--- config.mk ---
export PLATFORM = sky130hd
export DESIGN_NAME = hazard_unit_mc_flat
export DESIGN_NICKNAME = d
export VERILOG_FILES = /design/src/rtl/hazard_unit_mc_if.sv /design/src/rtl/hazard_unit_mc.sv /design/src/flat_wrapper.sv
export SDC_FILE = /design/constraint.sdc
export NUM_CORES = 1
export LEC_CHECK = 0
export ABC_AREA = 1
export CAP_MARGIN = 20
export CORE_MARGIN = 4
export CORE_UTILIZATION = 39
export DETAILED_ROUTE_END_ITERATION = 7
export MAX_ROUTING_LAYER = met4
export PLACE_DENSITY = 0.81
export SYNTH_ARGS = -nofsm -noshare
export SYNTH_HDL_FRONTEND = slang
export SYNTH_SLANG_ARGS = --single-unit
--- constraint.sdc ---
create_clock -name clk -period 2 [get_ports clk]
set_clock_uncertainty 0.2 [all_clocks]
set_input_delay 0.4 -clock clk [delete_from_list [all_inputs] [get_ports clk]]
set_output_delay 0.4 -clock clk [all_outputs]
set_load 0.02 [all_outputs]
--- src/rtl/hazard_unit_mc_if.sv ---
// Pipeline <-> hazard unit signal bundle.
// The master modport is the pipeline side and the slave modport is the hazard unit.
interface hazard_unit_mc_if #(
  parameter int REG_ADDR_W = 5
);
  logic                  ICacheMiss;
  logic                  DCacheMiss;
  logic                  BranchE;
  logic                  JalrE;
  logic                  JalD;
  logic                  MdStartE;
  logic [REG_ADDR_W-1:0] Rs1D;
  logic [REG_ADDR_W-1:0] Rs2D;
  logic [REG_ADDR_W-1:0] Rs1E;
  logic [REG_ADDR_W-1:0] Rs2E;
  logic [REG_ADDR_W-1:0] RdE;
  logic [REG_ADDR_W-1:0] RdM;
  logic [REG_ADDR_W-1:0] RdW;
  logic [1:0]            RegReadD;
  logic [1:0]            RegReadE;
  logic [2:0]            RegWriteM;
  logic [2:0]            RegWriteW;
  logic                  MemToRegE;
  logic                  StallF, FlushF, StallD, FlushD, StallE, FlushE;
  logic                  StallM, FlushM, StallW, FlushW;
  logic [1:0]            Forward1E;
  logic [1:0]            Forward2E;
  logic                  MdBusy;
  logic                  MdDone;

  modport master (
    output ICacheMiss, DCacheMiss, BranchE, JalrE, JalD, MdStartE,
           Rs1D, Rs2D, Rs1E, Rs2E, RdE, RdM, RdW,
           RegReadD, RegReadE, RegWriteM, RegWriteW, MemToRegE,
    input  StallF, FlushF, StallD, FlushD, StallE, FlushE,
           StallM, FlushM, StallW, FlushW, Forward1E, Forward2E, MdBusy, MdDone
  );

  modport slave (
    input  ICacheMiss, DCacheMiss, BranchE, JalrE, JalD, MdStartE,
           Rs1D, Rs2D, Rs1E, Rs2E, RdE, RdM, RdW,
           RegReadD, RegReadE, RegWriteM, RegWriteW, MemToRegE,
    output StallF, FlushF, StallD, FlushD, StallE, FlushE,
           StallM, FlushM, StallW, FlushW, Forward1E, Forward2E, MdBusy, MdDone
  );
endinterface

--- src/rtl/hazard_unit_mc.sv ---
// Five-stage pipeline hazard unit: forwarding, load-use bubbles, cache-miss stalls and a mul/div interlock.
// Defining HAZARD_PERF_CNT_EN adds the StallCycCnt/FlushCycCnt performance counters.
module hazard_unit_mc #(
  parameter int REG_ADDR_W = 5,
  parameter int MD_LAT     = 4,
  parameter int CNT_W      = 32
) (
  input  logic             clk,
  input  logic             CpuRstN,
  hazard_unit_mc_if.slave  hz
`ifdef HAZARD_PERF_CNT_EN
  ,
  output logic [CNT_W-1:0] StallCycCnt,
  output logic [CNT_W-1:0] FlushCycCnt
`endif
);

  typedef enum logic {RUN, MD_BUSY} state_t;

  localparam bit         MD_MULTI = (MD_LAT > 1);
  localparam logic [7:0] MD_LOAD  = 8'((MD_LAT > 1) ? (MD_LAT - 2) : 0);

  state_t     state;
  logic [7:0] mdcnt;
  logic       loaduse;
  logic       mdstall;

  function automatic logic [1:0] fwd_sel(
    input logic [REG_ADDR_W-1:0] rs,
    input logic                  used,
    input logic [REG_ADDR_W-1:0] rd_m,
    input logic [2:0]            wr_m,
    input logic [REG_ADDR_W-1:0] rd_w,
    input logic [2:0]            wr_w
  );
    if (used && rd_m == rs && rd_m != REG_ADDR_W'(0) && wr_m != 3'd0)
      return 2'b10;
    else if (used && rd_w == rs && rd_w != REG_ADDR_W'(0) && wr_w != 3'd0)
      return 2'b01;
    else
      return 2'b00;
  endfunction

  always_comb begin
    loaduse = hz.MemToRegE && (hz.RdE != REG_ADDR_W'(0)) &&
              ((hz.RdE == hz.Rs1D && hz.RegReadD[1]) ||
               (hz.RdE == hz.Rs2D && hz.RegReadD[0]));
    mdstall = (state == RUN && hz.MdStartE && MD_MULTI) ||
              (state == MD_BUSY && mdcnt != 8'd0);
  end

  // Reset forces a global flush; otherwise the first matching hazard class wins.
  always_comb begin
    hz.StallF = 1'b0;
    hz.FlushF = 1'b0;
    hz.StallD = 1'b0;
    hz.FlushD = 1'b0;
    hz.StallE = 1'b0;
    hz.FlushE = 1'b0;
    hz.StallM = 1'b0;
    hz.FlushM = 1'b0;
    hz.StallW = 1'b0;
    hz.FlushW = 1'b0;
    if (!CpuRstN) begin
      hz.FlushF = 1'b1;
      hz.FlushD = 1'b1;
      hz.FlushE = 1'b1;
      hz.FlushM = 1'b1;
      hz.FlushW = 1'b1;
    end else if (hz.DCacheMiss) begin
      hz.StallF = 1'b1;
      hz.StallD = 1'b1;
      hz.StallE = 1'b1;
      hz.StallM = 1'b1;
      hz.FlushW = 1'b1;
    end else if (mdstall) begin
      hz.StallF = 1'b1;
      hz.StallD = 1'b1;
      hz.StallE = 1'b1;
      hz.FlushM = 1'b1;
    end else if (loaduse) begin
      hz.StallF = 1'b1;
      hz.StallD = 1'b1;
      hz.FlushE = 1'b1;
    end else if (hz.BranchE || hz.JalrE) begin
      hz.FlushD = 1'b1;
      hz.FlushE = 1'b1;
    end else if (hz.JalD) begin
      hz.FlushD = 1'b1;
    end else if (hz.ICacheMiss) begin
      hz.StallF = 1'b1;
      hz.FlushD = 1'b1;
    end
  end

  always_comb begin
    hz.Forward1E = 2'b00;
    hz.Forward2E = 2'b00;
    if (CpuRstN) begin
      hz.Forward1E = fwd_sel(hz.Rs1E, hz.RegReadE[1], hz.RdM, hz.RegWriteM, hz.RdW, hz.RegWriteW);
      hz.Forward2E = fwd_sel(hz.Rs2E, hz.RegReadE[0], hz.RdM, hz.RegWriteM, hz.RdW, hz.RegWriteW);
    end
    hz.MdBusy = CpuRstN && (state == MD_BUSY);
    hz.MdDone = CpuRstN && (state == MD_BUSY) && !hz.DCacheMiss && (mdcnt == 8'd0);
  end

  // MdStartE is ignored while busy: the finishing op is still in E on its done cycle.
  always_ff @(posedge clk) begin
    if (!CpuRstN) begin
      state <= RUN;
      mdcnt <= 8'd0;
    end else begin
      case (state)
        RUN: begin
          if (hz.MdStartE && MD_MULTI && !hz.DCacheMiss) begin
            state <= MD_BUSY;
            mdcnt <= MD_LOAD;
          end
        end
        MD_BUSY: begin
          if (!hz.DCacheMiss) begin
            if (mdcnt != 8'd0)
              mdcnt <= mdcnt - 8'd1;
            else
              state <= RUN;
          end
        end
        default: state <= RUN;
      endcase
    end
  end

`ifdef HAZARD_PERF_CNT_EN
  logic flush_prio;

  // Counts only the flushes raised by load-use, control transfers and I-cache bubbles.
  assign flush_prio = CpuRstN && !hz.DCacheMiss && !mdstall &&
                      (loaduse || hz.BranchE || hz.JalrE || hz.JalD || hz.ICacheMiss);

  always_ff @(posedge clk) begin
    if (!CpuRstN) begin
      StallCycCnt <= '0;
      FlushCycCnt <= '0;
    end else begin
      if (hz.StallF)
        StallCycCnt <= StallCycCnt + CNT_W'(1);
      if (flush_prio)
        FlushCycCnt <= FlushCycCnt + CNT_W'(1);
    end
  end
`endif

endmodule

--- src/flat_wrapper.sv ---
// flat-port wrapper written by rule: the top's interface ports become plain ports
module hazard_unit_mc_flat 
#(
  parameter int REG_ADDR_W = 5,
  parameter int MD_LAT     = 4,
  parameter int CNT_W      = 32
)
  (clk, CpuRstN, hz_ICacheMiss, hz_DCacheMiss, hz_BranchE, hz_JalrE, hz_JalD, hz_MdStartE, hz_Rs1D, hz_Rs2D, hz_Rs1E, hz_Rs2E, hz_RdE, hz_RdM, hz_RdW, hz_RegReadD, hz_RegReadE, hz_RegWriteM, hz_RegWriteW, hz_MemToRegE, hz_StallF, hz_FlushF, hz_StallD, hz_FlushD, hz_StallE, hz_FlushE, hz_StallM, hz_FlushM, hz_StallW, hz_FlushW, hz_Forward1E, hz_Forward2E, hz_MdBusy, hz_MdDone);
  hazard_unit_mc_if #(.REG_ADDR_W(REG_ADDR_W)) hz_i ();
  input  logic clk;
  input  logic CpuRstN;
  input wire logic [$bits(hz_i.ICacheMiss)-1:0] hz_ICacheMiss;
  input wire logic [$bits(hz_i.DCacheMiss)-1:0] hz_DCacheMiss;
  input wire logic [$bits(hz_i.BranchE)-1:0] hz_BranchE;
  input wire logic [$bits(hz_i.JalrE)-1:0] hz_JalrE;
  input wire logic [$bits(hz_i.JalD)-1:0] hz_JalD;
  input wire logic [$bits(hz_i.MdStartE)-1:0] hz_MdStartE;
  input wire logic [$bits(hz_i.Rs1D)-1:0] hz_Rs1D;
  input wire logic [$bits(hz_i.Rs2D)-1:0] hz_Rs2D;
  input wire logic [$bits(hz_i.Rs1E)-1:0] hz_Rs1E;
  input wire logic [$bits(hz_i.Rs2E)-1:0] hz_Rs2E;
  input wire logic [$bits(hz_i.RdE)-1:0] hz_RdE;
  input wire logic [$bits(hz_i.RdM)-1:0] hz_RdM;
  input wire logic [$bits(hz_i.RdW)-1:0] hz_RdW;
  input wire logic [$bits(hz_i.RegReadD)-1:0] hz_RegReadD;
  input wire logic [$bits(hz_i.RegReadE)-1:0] hz_RegReadE;
  input wire logic [$bits(hz_i.RegWriteM)-1:0] hz_RegWriteM;
  input wire logic [$bits(hz_i.RegWriteW)-1:0] hz_RegWriteW;
  input wire logic [$bits(hz_i.MemToRegE)-1:0] hz_MemToRegE;
  output wire logic [$bits(hz_i.StallF)-1:0] hz_StallF;
  output wire logic [$bits(hz_i.FlushF)-1:0] hz_FlushF;
  output wire logic [$bits(hz_i.StallD)-1:0] hz_StallD;
  output wire logic [$bits(hz_i.FlushD)-1:0] hz_FlushD;
  output wire logic [$bits(hz_i.StallE)-1:0] hz_StallE;
  output wire logic [$bits(hz_i.FlushE)-1:0] hz_FlushE;
  output wire logic [$bits(hz_i.StallM)-1:0] hz_StallM;
  output wire logic [$bits(hz_i.FlushM)-1:0] hz_FlushM;
  output wire logic [$bits(hz_i.StallW)-1:0] hz_StallW;
  output wire logic [$bits(hz_i.FlushW)-1:0] hz_FlushW;
  output wire logic [$bits(hz_i.Forward1E)-1:0] hz_Forward1E;
  output wire logic [$bits(hz_i.Forward2E)-1:0] hz_Forward2E;
  output wire logic [$bits(hz_i.MdBusy)-1:0] hz_MdBusy;
  output wire logic [$bits(hz_i.MdDone)-1:0] hz_MdDone;
  assign hz_i.ICacheMiss = hz_ICacheMiss;
  assign hz_i.DCacheMiss = hz_DCacheMiss;
  assign hz_i.BranchE = hz_BranchE;
  assign hz_i.JalrE = hz_JalrE;
  assign hz_i.JalD = hz_JalD;
  assign hz_i.MdStartE = hz_MdStartE;
  assign hz_i.Rs1D = hz_Rs1D;
  assign hz_i.Rs2D = hz_Rs2D;
  assign hz_i.Rs1E = hz_Rs1E;
  assign hz_i.Rs2E = hz_Rs2E;
  assign hz_i.RdE = hz_RdE;
  assign hz_i.RdM = hz_RdM;
  assign hz_i.RdW = hz_RdW;
  assign hz_i.RegReadD = hz_RegReadD;
  assign hz_i.RegReadE = hz_RegReadE;
  assign hz_i.RegWriteM = hz_RegWriteM;
  assign hz_i.RegWriteW = hz_RegWriteW;
  assign hz_i.MemToRegE = hz_MemToRegE;
  assign hz_StallF = hz_i.StallF;
  assign hz_FlushF = hz_i.FlushF;
  assign hz_StallD = hz_i.StallD;
  assign hz_FlushD = hz_i.FlushD;
  assign hz_StallE = hz_i.StallE;
  assign hz_FlushE = hz_i.FlushE;
  assign hz_StallM = hz_i.StallM;
  assign hz_FlushM = hz_i.FlushM;
  assign hz_StallW = hz_i.StallW;
  assign hz_FlushW = hz_i.FlushW;
  assign hz_Forward1E = hz_i.Forward1E;
  assign hz_Forward2E = hz_i.Forward2E;
  assign hz_MdBusy = hz_i.MdBusy;
  assign hz_MdDone = hz_i.MdDone;
  hazard_unit_mc #(.REG_ADDR_W(REG_ADDR_W), .MD_LAT(MD_LAT), .CNT_W(CNT_W)) u_core (.clk(clk), .CpuRstN(CpuRstN), .hz(hz_i));
endmodule
# Word-level counts from Yosys, hierarchy flattened
# Cells that the tools add are included.
# W data, S select, Z words.
[classes]
addsub = 1
n_mul = 0
div_mod_pow = 0
order_cmp = 0
n_eq_ne = 9
shift = 0
n_mux = 45
bitwise_logic = 1
n_reduce_logical = 34
[ops]
columns = ["op", "n"]
rows = [
  ["$mux W1", 36],
  ["$eq A5 B5 Y1", 6],
  ["$mux W8", 3],
  ["$logic_and A1 B1 Y1", 22],
  ["$pmux W8 S2", 1],
  ["$reduce_bool A5 Y1", 3],
  ["$logic_not A8 Y1", 1],
  ["$mux W2", 4],
  ["$reduce_bool A8 Y1", 1],
  ["$sub A8 B1 Y8 const B", 1],
  ["$ne A2 B2 Y1 const B", 3],
  ["$reduce_bool A3 Y1", 2],
  ["$logic_or A1 B1 Y1", 3],
  ["$reduce_and A3 Y1", 1],
  ["$pmux W1 S2", 1],
  ["$logic_not A1 Y1", 1],
  ["$not A1 Y1", 1],
]
[totals]
ff_bits = 9
latch_bits = 0
ram_bits = 0
romBits = 0
inputBits = 54
out_inout_bits = 16
wordCells = 92
mem_count = 0

# Logic depth before layout (Yosys ltp)
[depth]
ltp_word = 8
mapped_depth = 9
ltp_nobuf = 9

# Least setup slack after synthesis
# Ideal clock, no wire load.
[synth_timing]
path_kind = "reg2out"
from = "register u_core.mdcnt[0]"
to = "output hz_FlushD"
t_arrival_ns = 1.533
t_required_ns = 1.400
path_slack_ns = -0.133
stages_incl_launch_ff = 9
path_buffers = 0
cell_sequence = "dfxtp_1 inv_1 ha_1 nand2_1 o21ai_4 nand2_4 o21ai_2 nand2_2 nor2_1"
[synth_via]
elab_chain_cells = 6
[synth_lines]
columns = ["element", "line_no", "source"]
rows = [
  ["start: declaration", "hazard_unit_mc.sv:24", "logic [7:0] mdcnt;"],
  ["start signal: assignment", "hazard_unit_mc.sv:123", "mdcnt <= mdcnt - 8'd1;"],
  ["$reduce_bool A8 Y1", "hazard_unit_mc.sv:49", "(state == MD_BUSY && mdcnt != 8'd0);"],
  ["$logic_and A1 B1 Y1", "hazard_unit_mc.sv:49", ""],
  ["$logic_or A1 B1 Y1", "hazard_unit_mc.sv:48", "mdstall = (state == RUN && hz.MdStartE && MD_MULTI) ||"],
  ["$mux W1", "hazard_unit_mc.sv:76", "end else if (mdstall) begin"],
  ["$mux W1", "hazard_unit_mc.sv:70", "end else if (hz.DCacheMiss) begin"],
  ["$mux W1", "hazard_unit_mc.sv:64", "if (!CpuRstN) begin"],
  ["end: declaration", "flat_wrapper.sv:33", "output wire logic [$bits(hz_i.FlushD)-1:0] hz_FlushD;"],
]
# Every way passes these cells.

# Worst setup path after layout
# Same ends and word-level chain as after synthesis.

==> run metrics <==
Max-cap violations 0; Post-synth top flop dfxtp_1; Crit Path Class flop to output port; # DRC 0; endpoint class of the critical path output port; CP arrival 1630 ps; HPWL Detailed 3567 um; Bufs and invs on worst path 2; Hold Fails Final Rpt 0; crit-path max FO 2; TritonCTS Buffers 3; vias per std cell 4.859; CP startpoint kind flop; CTS clk-pin slew, worst paths 70 ps; WL per Instance 12.00 um; IO Pins 70; YS warnings 0; setup TNS -859.5 ps; Final setup viols 7; run status complete, but fails checks; grt ovf 0; Die X 64.93 um; Die ar. 0.004215 sq mm; failing checks negative setup slack; hold path startpoint CpuRstN; number of synthesized flops with an enable pin 0; Iter 0 DRT Violations 88; Max Clk Rate 448.7 MHz; vias in the first global route 1796; post-synth net total 298; crit path max-delay cell type dfxtp_2; maximum vdd ir drop 0.0002309 V; RSZ-0062 raised after global routing yes; Filler Cells Inserted 270; count leader, synth nand2_1; DP Area 0.002212 sq mm; starting density of the core 41.06%; critical path startpoint u_core.mdcnt[0]$_SDFFE_PN0P_; via count 1895; Area Overhead vs Synth 82.77%; Die H 64.93 um; Hold WS 378.6 ps; critical path's top delay family simple AND/OR/NAND/NOR gates; pre-CTS WS -790.0 ps; DRT antenna net count 0; Post-Synthesis Cells 242; CP max stage delay 320 ps; post-synth top area share 21.39%; ys async rst share 0%; router iterations before antenna repair 4; period utilization 111.4%; row cnt 20; first-pass GRT wire length 7631 um; core area 0.003078 sq mm; RePlAce Congestion 0.8956; routed wire length 4681 um; # port buffers 68; Cell Chain, Critical Path inv_2 -> ha_4 -> nand2_4 -> o21ai_4 -> nand2_4 -> o21ai_4 -> nand2_2 -> nor2_2 -> buf_6; Sink Count 9; Ant. Diodes 0; register area share after synthesis 14.26%; Final WS setup -228.8 ps; syn_area_per_cell 5.222 sq um; synth top area cells nand2_1 (21%), dfxtp_1 (14%), nor2_1 (12%), inv_1 (11%), nand3_1 (7.5%); minimum clock period 2229 ps; leakage 1.220 nW; TritonCTS clock tree built; Final nets 403; layout cell share with drive strength beyond 1 32.08%; clk root buf clkbuf_4; Commonest cells post-synth nand2_1 (72), nor2_1 (41), inv_1 (37), nand3_1 (19), a21oi_1 (11); H-tree depth 1; Clock Latency Late Sink 270 ps; clock tree buffer depth 2; flop and latch count out of synthesis 9; fin area 0.002310 sq mm; reg2reg start u_core.mdcnt[0]$_SDFFE_PN0P_; Tightest Hold Check Type input pin to flop; Synth cell types 30; GRT Total Usage 23.21%; Data required, critical path 1400 ps; mapped cell area 0.001264 sq mm; Pins Over Slew Limit 0; initial antenna violation count 0; PwrDens 354.3 mW/mm^2; Synth area leader nand2_1; pin count of the biggest net entering global routing 8
registers in the layout (all words and copies together), names as in the netlist:
signal        count
u_core.mdcnt      8
u_core.state      1
final cells by class:
cell class / count / area, sq um / area share (%)
sequential: 9 / 182.7 / 7.909
clock buffer: 3 / 22.52 / 0.9751
timing repair buffer: 103 / 839.6 / 36.35
inverter: 38 / 142.6 / 6.176
clock inverter: 1 / 5.005 / 0.2167
multi-input combinational: 192 / 1062 / 45.99
tap: 44 / 55.05 / 2.384
worst min-delay path, stage by stage:
cell and delay (ps):
clkbuf_2 100, buf_4 170, nand2_4 80, a21oi_1 60
per-stage QoR:
stage	power, mW	instances	utilization (%)
6_report	0.8184	390	75.04
5_1_grt	0.8854	390	75.04
4_1_cts	0.8011	388	74.88
3_5_place_dp	0.6464	379	71.87
2_1_floorplan	0.4091	242	-
3_3_place_gp	0.6375	379	71.87
cell families (layout without fill, tap and decap cells):
logic type	Yosys count	in the layout	synth area share, %
fa+ha+maj	2	2	1.980
other cells	1	1	0.2967
simple gates	150	150	50.59
compound gates	33	33	16.14
xor+xnor	6	6	4.158
flops	9	9	14.26
buf+inv	41	145	12.57
report_power, final:
part | internal [mW] | leakage, nW | switching [mW]
registers | 0.188 | 0.0739 | 0.00575
logic | 0.228 | 1.13 | 0.247
clock network | 0.0743 | 0.0177 | 0.0755
placed cells by master, fill, tap and decap left out, types with 2 or more instances in the layout:
master,n
o22ai_1,4
o21bai_1,2
nand3_2,4
nand3_1,15
buf_4,42
nor2_2,4
nand2_1,70
nor3_2,4
a21oi_2,2
nor3_4,2
dlygate4sd2_1,30
buf_2,2
a21oi_1,10
o211ai_1,3
nor2_1,38
buf_6,3
xnor2_1,3
inv_1,22
o21ai_4,2
nand4_1,3
dfxtp_2,2
clkbuf_2,11
o21ai_1,4
dfxtp_1,7
nand2_4,4
nand2_2,3
inv_2,16
o21ai_0,4
clkdlybuf4s50_1,6
xor2_1,2
clkdlybuf4s15_1,7
clkbuf_4,3
final timing paths:
path              cells past startpoint                      endpoint  slack, ps
setup / recovery                      9                     hz_FlushD       -230
hold / removal                        4  u_core.mdcnt[0]$_SDFFE_PN0P_        380
setup reg to reg                     10  u_core.mdcnt[5]$_SDFFE_PN0P_        280
hold reg to reg                       3  u_core.mdcnt[1]$_SDFFE_PN0P_        410
repair_timing:
item	in CTS	in global routing
endpoints found under the hold margin	0	0
resized for setup	153	39
pin swaps	28	25
setup endpoints to repair	15	14
hold buffers	0	0
setup buffers	5	2
routing by layer:
layer | part of all wire (%) | vias up | track usage, %
li1 | - | 981 | -
met1 | 41 | 818 | 25.68
met2 | 48 | 81 | 42.15
met3 | 8.0 | 15 | 4.853
met4 | 2.8 | 0 | 5.805
met5 | 0 | - | -
(Power assumes the default switching activity.)
